**config.mk**
```make
export PLATFORM = sky130hd
export DESIGN_NAME = mem_stage
export DESIGN_NICKNAME = d
export VERILOG_FILES = /design/src/rtl/mem_stage_pkg.sv /design/src/rtl/mem_stage_load_align.sv /design/src/rtl/mem_stage.sv
export SDC_FILE = /design/constraint.sdc
export NUM_CORES = 1
export LEC_CHECK = 0
export CORE_AREA = 2 2 213 215
export DETAILED_ROUTE_END_ITERATION = 8
export DIE_AREA = 0 0 215 217
export PLACE_DENSITY = 0.66
export SYNTH_ARGS = -nofsm -noshare
export SYNTH_HDL_FRONTEND = slang
export SYNTH_HIERARCHICAL = 1
export SYNTH_SLANG_ARGS = --single-unit
export TNS_END_PERCENT = 50
```
**constraint.sdc**
```tcl
create_clock -name clk -period 22.1 [get_ports clk]
set_clock_uncertainty 0.2 [all_clocks]
set_input_delay 4.42 -clock clk [delete_from_list [all_inputs] [get_ports clk]]
set_output_delay 4.42 -clock clk [all_outputs]
set_load 0.01 [all_outputs]
```
**src/rtl/mem_stage_pkg.sv**
```systemverilog
// ---------------------------------------------------------------------------
// mem_stage_pkg
// Shared definitions for the MEM pipeline stage. It holds the bus widths, the
// stall encoding, the exception codes, and packed views of the EX->MEM bus.
// ---------------------------------------------------------------------------
package mem_stage_pkg;

    // Bus widths between pipeline stages
    localparam int EX_TO_MEM_WIDTH = 195;
    localparam int MEM_TO_WB_WIDTH = 136;
    localparam int MEM_TO_RF_WIDTH = 104;
    localparam int STALL_WIDTH     = 6;

    // Stall vector encoding
    localparam logic STOP    = 1'b1;
    localparam logic NO_STOP = 1'b0;

    localparam logic [31:0] ZERO_WORD = 32'h0000_0000;

    // Address-error exception codes. For these, bad_vaddr is the data address.
    localparam logic [31:0] LOADASSERT  = 32'h0000_0004;
    localparam logic [31:0] STOREASSERT = 32'h0000_0005;

    // 12-bit exception info word. The priority code occupies the top nibble.
    typedef struct packed {
        logic [3:0] prio_code;
        logic [7:0] detail;
    } except_info_t;

    typedef struct packed {
        except_info_t info;        // [194:183]
        logic [31:0]  excepttype;  // [182:151]
    } exceptinfo_t;

    // One-hot memory operation, MSB first
    typedef struct packed {
        logic lb;
        logic lbu;
        logic lh;
        logic lhu;
        logic lw;
        logic sb;
        logic sh;
        logic sw;
    } mem_op_t;

    typedef struct packed {
        logic        hi_we;
        logic [31:0] hi;
        logic        lo_we;
        logic [31:0] lo;
    } hilo_t;

    // Field layout of ex_to_mem_bus, 195 bits
    typedef struct packed {
        exceptinfo_t exceptinfo;  // [194:151]
        mem_op_t     mem_op;      // [150:143]
        hilo_t       hilo;        // [142:77]
        logic [31:0] pc;          // [76:45]
        logic        ram_en;      // [44]
        logic        ram_wen;     // [43]
        logic [3:0]  ram_sel;     // [42:39]
        logic        sel_rf_res;  // [38]
        logic        rf_we;       // [37]
        logic [4:0]  rf_waddr;    // [36:32]
        logic [31:0] ex_result;   // [31:0]
    } ex_to_mem_t;

endpackage

```
**src/rtl/mem_stage_load_align.sv**
```systemverilog
// ---------------------------------------------------------------------------
// load_align
// Combinational load-data aligner. It picks the byte, halfword or word that
// the load addresses and sign- or zero-extends it to 32 bits.
//   mem_op  : one-hot memory operation {lb,lbu,lh,lhu,lw,sb,sh,sw}
//   offset  : byte offset within the word (address bits [1:0])
//   raw     : word returned by the data SRAM (or the hold buffer)
//   data    : extended 32-bit load result
// ---------------------------------------------------------------------------
module load_align
    import mem_stage_pkg::*;
(
    input  mem_op_t     mem_op,
    input  logic [1:0]  offset,
    input  logic [31:0] raw,
    output logic [31:0] data
);

    logic [7:0]  byte_val;
    logic [15:0] half_val;

    // Store bits play no part in alignment
    logic unused_store_bits;
    assign unused_store_bits = ^{mem_op.sb, mem_op.sh, mem_op.sw};

    // NOTE: every variable gets a default first so no path can infer a latch.
    always_comb begin
        byte_val = raw[7:0];
        half_val = offset[1] ? raw[31:16] : raw[15:0];
        data     = raw;

        case (offset)
            2'd0: byte_val = raw[7:0];
            2'd1: byte_val = raw[15:8];
            2'd2: byte_val = raw[23:16];
            2'd3: byte_val = raw[31:24];
            default: byte_val = raw[7:0];
        endcase

        if (mem_op.lb) begin
            data = {{24{byte_val[7]}}, byte_val};
        end else if (mem_op.lbu) begin
            data = {24'h0, byte_val};
        end else if (mem_op.lh) begin
            data = {{16{half_val[15]}}, half_val};
        end else if (mem_op.lhu) begin
            data = {16'h0, half_val};
        end
    end

endmodule

```
**src/rtl/mem_stage.sv**
```systemverilog
// ---------------------------------------------------------------------------
// mem_stage
// MEM pipeline stage. It registers the EX->MEM bus and aligns and extends load
// data. While MEM is stalled it holds the first SRAM read word. It also gates
// architectural writes of excepting instructions.
//   clk, rst          : clock, asynchronous active-high reset
//   flush             : exception flush from CP0 (clears the stage)
//   stall             : stall vector; [3] = EX held, [4] = MEM held
//   ex_to_mem_bus     : instruction coming from EX
//   data_sram_rdata   : SRAM read data for the instruction now in MEM
//   mem_to_wb_bus     : {hilo, pc, rf_we, rf_waddr, rf_wdata} to WB
//   mem_to_rf_bus     : {hilo, rf_we, rf_waddr, rf_wdata} forwarded to ID
//   except_bus        : {exceptinfo, bad_vaddr}, zero if no exception
//   mem_except        : instruction in MEM carries an exception
// All outputs are combinational from the stage register, the hold buffer and
// the live SRAM data.
// ---------------------------------------------------------------------------
module mem_stage
    import mem_stage_pkg::*;
#(
    parameter int EX_TO_MEM_WD = EX_TO_MEM_WIDTH,
    parameter int MEM_TO_WB_WD = MEM_TO_WB_WIDTH,
    parameter int MEM_TO_RF_WD = MEM_TO_RF_WIDTH,
    parameter int StallBus     = STALL_WIDTH
) (
    input  logic                    clk,
    input  logic                    rst,
    input  logic                    flush,
    input  logic [StallBus-1:0]     stall,
    input  logic [EX_TO_MEM_WD-1:0] ex_to_mem_bus,
    input  logic [31:0]             data_sram_rdata,
    output logic [MEM_TO_WB_WD-1:0] mem_to_wb_bus,
    output logic [MEM_TO_RF_WD-1:0] mem_to_rf_bus,
    output logic [75:0]             except_bus,
    output logic                    mem_except
);

    ex_to_mem_t  ex_to_mem_bus_r;
    logic [31:0] rdata_hold;
    logic        hold_valid;

    logic        is_load;
    logic        bubble;
    logic        excepting;
    logic [31:0] raw_data;
    logic [31:0] aligned_load;
    logic [31:0] rf_wdata;
    logic        rf_we;
    hilo_t       hilo;
    logic [31:0] bad_vaddr;

    assign is_load = ex_to_mem_bus_r.mem_op.lb  | ex_to_mem_bus_r.mem_op.lbu |
                     ex_to_mem_bus_r.mem_op.lh  | ex_to_mem_bus_r.mem_op.lhu |
                     ex_to_mem_bus_r.mem_op.lw;

    // EX held while MEM moves on means an empty slot enters MEM
    assign bubble = (stall[3] == STOP) && (stall[4] == NO_STOP);

    // NOTE: sequential state uses non-blocking assignments only, so every
    // register samples its pre-edge inputs.
    always_ff @(posedge clk or posedge rst) begin
        if (rst) begin
            ex_to_mem_bus_r <= '0;
            rdata_hold      <= '0;
            hold_valid      <= 1'b0;
        end else if (flush || bubble) begin
            ex_to_mem_bus_r <= '0;
            hold_valid      <= 1'b0;
        end else if (stall[3] == NO_STOP) begin
            ex_to_mem_bus_r <= ex_to_mem_t'(ex_to_mem_bus);
            hold_valid      <= 1'b0;
        end else if (stall[4] == STOP && is_load && !hold_valid) begin
            // The SRAM returns a word only in the first MEM cycle, so keep it
            // for the rest of the stall.
            rdata_hold <= data_sram_rdata;
            hold_valid <= 1'b1;
        end
    end

    assign raw_data = hold_valid ? rdata_hold : data_sram_rdata;

    load_align u_load_align (
        .mem_op (ex_to_mem_bus_r.mem_op),
        .offset (ex_to_mem_bus_r.ex_result[1:0]),
        .raw    (raw_data),
        .data   (aligned_load)
    );

    assign rf_wdata  = ex_to_mem_bus_r.sel_rf_res ? aligned_load
                                                  : ex_to_mem_bus_r.ex_result;

    // An excepting instruction must not update any architectural register
    assign excepting = (ex_to_mem_bus_r.exceptinfo.excepttype != ZERO_WORD);
    assign rf_we     = ex_to_mem_bus_r.rf_we & ~excepting;

    always_comb begin
        hilo       = ex_to_mem_bus_r.hilo;
        hilo.hi_we = ex_to_mem_bus_r.hilo.hi_we & ~excepting;
        hilo.lo_we = ex_to_mem_bus_r.hilo.lo_we & ~excepting;
    end

    // Address errors report the data address. Every other exception reports
    // the instruction address.
    assign bad_vaddr =
        (ex_to_mem_bus_r.exceptinfo.excepttype == LOADASSERT ||
         ex_to_mem_bus_r.exceptinfo.excepttype == STOREASSERT)
            ? ex_to_mem_bus_r.ex_result : ex_to_mem_bus_r.pc;

    assign mem_to_wb_bus = {hilo, ex_to_mem_bus_r.pc, rf_we,
                            ex_to_mem_bus_r.rf_waddr, rf_wdata};
    assign mem_to_rf_bus = {hilo, rf_we, ex_to_mem_bus_r.rf_waddr, rf_wdata};
    assign except_bus    = excepting ? {ex_to_mem_bus_r.exceptinfo, bad_vaddr}
                                     : '0;
    assign mem_except    = excepting;

    // These SRAM control fields and stall bits are consumed elsewhere in the
    // core.
    logic unused_fields;
    assign unused_fields = ^{ex_to_mem_bus_r.ram_en, ex_to_mem_bus_r.ram_wen,
                             ex_to_mem_bus_r.ram_sel, stall[2:0], stall[5]};

endmodule

```
# Word-level counts from Yosys, hierarchy flattened
# Cells that the tools add are included.
dict set report totals {
  ff_bits 219
}
dict set report classes {
  n_eq_ne 7
  n_mux 15
  n_bitwise 10
  n_reduce_logical 9
}
# operator count
set ops {}
lappend ops {{$mux W195} 2}
lappend ops {{$mux W32} 7}
lappend ops {{$mux W76} 1}
lappend ops {{$eq A32 B3 Y1 const B} 2}
lappend ops {{$pmux W8 S4} 1}
lappend ops {{$reduce_bool A32 Y1} 1}
lappend ops {{$mux W16} 1}
lappend ops {{$eq A2 B2 Y1 const B} 2}
lappend ops {{$or A1 B1 Y1} 4}
lappend ops {{$and A1 B1 Y1} 3}
lappend ops {{$logic_and A1 B1 Y1} 3}
lappend ops {{$mux W1} 3}
lappend ops {{$ne A3 B1 Y1 const B} 1}
lappend ops {{$not A1 Y1} 3}
lappend ops {{$reduce_and A3 Y1} 1}
lappend ops {{$eq A2 B1 Y1 const B} 1}
lappend ops {{$logic_not A2 Y1} 1}
lappend ops {{$logic_or A1 B1 Y1} 2}
lappend ops {{$ne A2 B1 Y1 const B} 1}
lappend ops {{$logic_not A1 Y1} 1}

# Logic depth before layout (Yosys ltp)
dict set report logic_depth {
  depth_word 9
  ltp_mapped 9
  mapped_depth_nobuf 5
}

# Hierarchy
# Netlist, hierarchy kept.
# mod n_inst cells_each area_per_inst_um2 seq_area_each_um2
set modules_own_cells {}
lappend modules_own_cells {mem_stage 1 876 10759.1 5555.3}
lappend modules_own_cells {load_align 1 125 797.0 0.0}

# Least setup slack after synthesis
# Ideal clock, no wire load.
dict set report synth_timing {
  kind {input to output}
  from {input port data_sram_rdata[23]}
  to {output port mem_to_wb_bus[20]}
  t_arrival_ns 5.743
  setup_slack_ns 11.737
  path_stages 7
  path_cell_list {mux2_2 > mux2_4 > nand2_4 > buf_4 > nand3_1 > mux2_2 > buf_4}
}
dict set report synth_between {
  elab_chain_cells 4
}
# element line
set synth_lines {}
lappend synth_lines {{start, declared} mem_stage.sv:31} ;# input logic [31:0] data_sram_rdata,
lappend synth_lines {{$mux W32} mem_stage.sv:80} ;# assign raw_data = hold_valid ? rdata_hold : data_sram_rdata;
lappend synth_lines {{$pmux W8 S4} mem_stage_load_align.sv:32} ;# case (offset)
lappend synth_lines {{$mux W32} mem_stage_load_align.sv:40} ;# if (mem_op.lb) begin
lappend synth_lines {{named net aligned_load[20]} mem_stage.sv:46} ;# logic [31:0] aligned_load;
lappend synth_lines {{$mux W32} mem_stage.sv:89} ;# assign rf_wdata = ex_to_mem_bus_r.sel_rf_res ? aligned_load
lappend synth_lines {{end, declared} mem_stage.sv:32} ;# output logic [MEM_TO_WB_WD-1:0] mem_to_wb_bus,
# The timed path passes the listed nets, and every way through them passes these cells.

# Worst setup path after layout
dict set report layout_timing {
  from {input port data_sram_rdata[23]}
  to {output port mem_to_wb_bus[15]}
}
dict set report layout_between {
  elab_chain_cells 4
}
# element line
set layout_lines {}
lappend layout_lines {{$mux W32} mem_stage.sv:80}
lappend layout_lines {{named net raw_data[23]} mem_stage.sv:45} ;# logic [31:0] raw_data;
lappend layout_lines {{$pmux W8 S4} mem_stage_load_align.sv:32}
lappend layout_lines {{$mux W32} mem_stage_load_align.sv:40}
lappend layout_lines {{named net aligned_load[15]} mem_stage.sv:46}
lappend layout_lines {{$mux W32} mem_stage.sv:89}
# The timed path passes the listed nets, and every way through them passes these cells.

==> flow_summary.yaml <==
critical_path:
  rr_endpoint: "rdata_hold[28]"
  endpoint_kind: "output port"
  crit_family: "multiplexers"
  path_max_fanout: 8
  crit_required_ns: 17.48
  path_buf_inv: 2
  cpPeakStageDelay_ns: 0.48
  endpoint: "mem_to_wb_bus[15]"
  worstSetupPathType: "in -> out"
  startpoint: "data_sram_rdata[23]"
  worst-path-stages: 7
  crit_arrival_ns: 6.84
  cp-start-kind: "input port"
  cp_cell_sequence: "clkdlybuf4s50_1, mux2_2, mux2_4, a22oi_4, o21ai_0, mux2_2, clkdlybuf4s50_1"
  r2r_cells: 3
  worst_path_max_delay_cell: "clkdlybuf4s50_1"
  worst-r2r-setup-slack_ns: 19.28
  r2r_start: "ex_to_mem_bus_r[150]"
die:
  row_count: 78
  coreArea_um2: 44700
  num_io_pins: 553
  die_w_um: 215
  die-area_um2: 46660
  start_util: 0.2563
  die_h_um: 217
global_route:
  track_usage: 0.1691
  gr-total-overflow: 0
  grt_antenna_before_repair: 2
  grt_pass1_wl_mm: 59.92
  grt_pass1_vias: 9043
  grt_max_degree: 188
clock_network:
  cts_hold_buffers: 0
  cts-root-buf: "clkbuf_16"
  clk_latency_ns: 0.55
  htreeDepth: 1
  tritoncts: "built"
  clock_sinks: 219
  cts_resized: 0
  post_cts_buffers: 0
  cts_buffers: 26
  clk_path_buf_depth: 3
  clk_pin_slew_ns: 0.06
drt:
  first_pass_iters: 4
  drt_iter0_markers: 552
  ant_nets: 0
  wl_per_cell_um: 22.07
  wl_mm: 41.56
  drc_errors: 0
  viasPerCell: 4.667
  vias: 8788
hold_path:
  hold_path_depth: 1
  min_path_type: "reg -> reg"
job:
  maxCapViolations: 0
placed_design:
  dp_hpwl_mm: 29.98
  place_congestion: 0.9389
  io_buffers: 539
  dp_cells: 1836
  place_ws_ns: 10.66
timing:
  rsz0062_at_grt: "no"
  slew_headroom: 0.1879
  setup_violations: 0
  finalHoldViolations: 0
  worst_pin_slew_ns: 1.218
  fin_crit_ns: 11.46
  totalNegativeSetupSlack_ns: 0
  layout_setup_ws_ns: 10.64
  fin_crit_sh: 0.5185
  drv_slew: 0
  fmax_mhz: 87.27
synth:
  netlist_instances: 995
  synth_fp_nets: 1231
  synth.avg_cell_area_um2: 11.51
  netlist_area_um2: 11450
  synth_warnings: 6
cells_and_area:
  final-seq-area_um2: 5480
  nets: 1500
  final_cells: 1883
  area_growth_pct: 44.59
  fill_cells: 4480
  layout-drive-gt1-share: 0.1357
  multi_input_area_um2: 3989
power:
  pwr_density_cell_nw_per_um2: 67.58
  seq_power_share: 0.413
  p_leak_nw: 7.026
  switching_share: 0.2633
  p_comb_frac: 0.199
  p_int_w: 0.0008245
  power.switching_w: 0.0002947
  p_clk_frac: 0.388
  vdd_drop_max_v: 0.00004461
outcome:
  status: "completed"
==> power groups by stage <==
stage / clock [W] / combinational [W] / sequential, W
finish: 0.000434 / 0.000223 / 0.000462
global route: 0.000463 / 0.000238 / 0.000466
CTS: 0.000449 / 0.000224 / 0.000462
detailed placement: 0 / 0.000223 / 0.000469
global placement: 0 / 0.000221 / 0.000467
floorplan: 0 / 0.000127 / 0.000457
==> layer usage <==
layer  part of all wire  routed length [um]  global-route usage  up-vias
li1                   -                   -                   -     3923
met1               0.42               17530              0.2163     4413
met2               0.47               19630              0.2796      406
met3              0.084                3475             0.05073       44
met4              0.022                 914             0.04276        2
met5            0.00024                  10                   0        -
==> state kept, by name, summed over array words and instances, names as in the netlist <==
name	count
mem_to_rf_bus	69
hold_valid	1
ex_to_mem_bus_r	85
mem_to_wb_bus	32
rdata_hold	32
==> cells in the final DEF, fill, tap and decap left out, types with 3 or more instances in the layout <==
cell type and n:
a22o_1 218, a31oi_1 8, and2_1 4, buf_4 6
clkbuf_16 27, clkbuf_8 4, clkdlybuf4s50_1 539, clkinv_2 8
clkinvlp_4 3, dfrtp_1 219, mux2_2 108, nand2_1 33
nand3_1 15, nor2_1 12, nor2b_1 12, nor4_1 7
o21ai_0 16, o22ai_1 8
==> worst min path at each step <==
stage,startpoint,to,slack [ns]
after floorplan,rdata_hold[23],rdata_hold[23],0.26
after global placement,rdata_hold[23],rdata_hold[23],0.27
after detailed placement,rdata_hold[23],rdata_hold[23],0.28
after CTS,rdata_hold[23],rdata_hold[23],0.29
after global routing,rdata_hold[23],rdata_hold[23],0.31
final,rdata_hold[23],rdata_hold[23],0.29
==> cell type report <==
type,instances,share of cell area
diodes,1,0.0001511
clock buffers,33,0.04457
clock inverters,13,0.007404
inverters,3,0.001133
multi-input cells,468,0.2408
flip-flops and latches,219,0.3309
well taps,600,0.04533
repair buffers,546,0.3297
==> stage by stage <==
step	total power, W	util	instance area (um^2)	hold slack, ns
final	0.001119	0.3705	16560	0.2897
after global routing	0.001167	0.3705	16560	0.3078
after CTS	0.001136	0.3705	16560	0.2921
after detailed placement	0.0006923	0.3512	15700	0.2788
after global placement	0.0006879	0.3512	15700	0.2684
after floorplan	0.0005840	-	11450	0.2585
(Power assumes the default switching activity.)
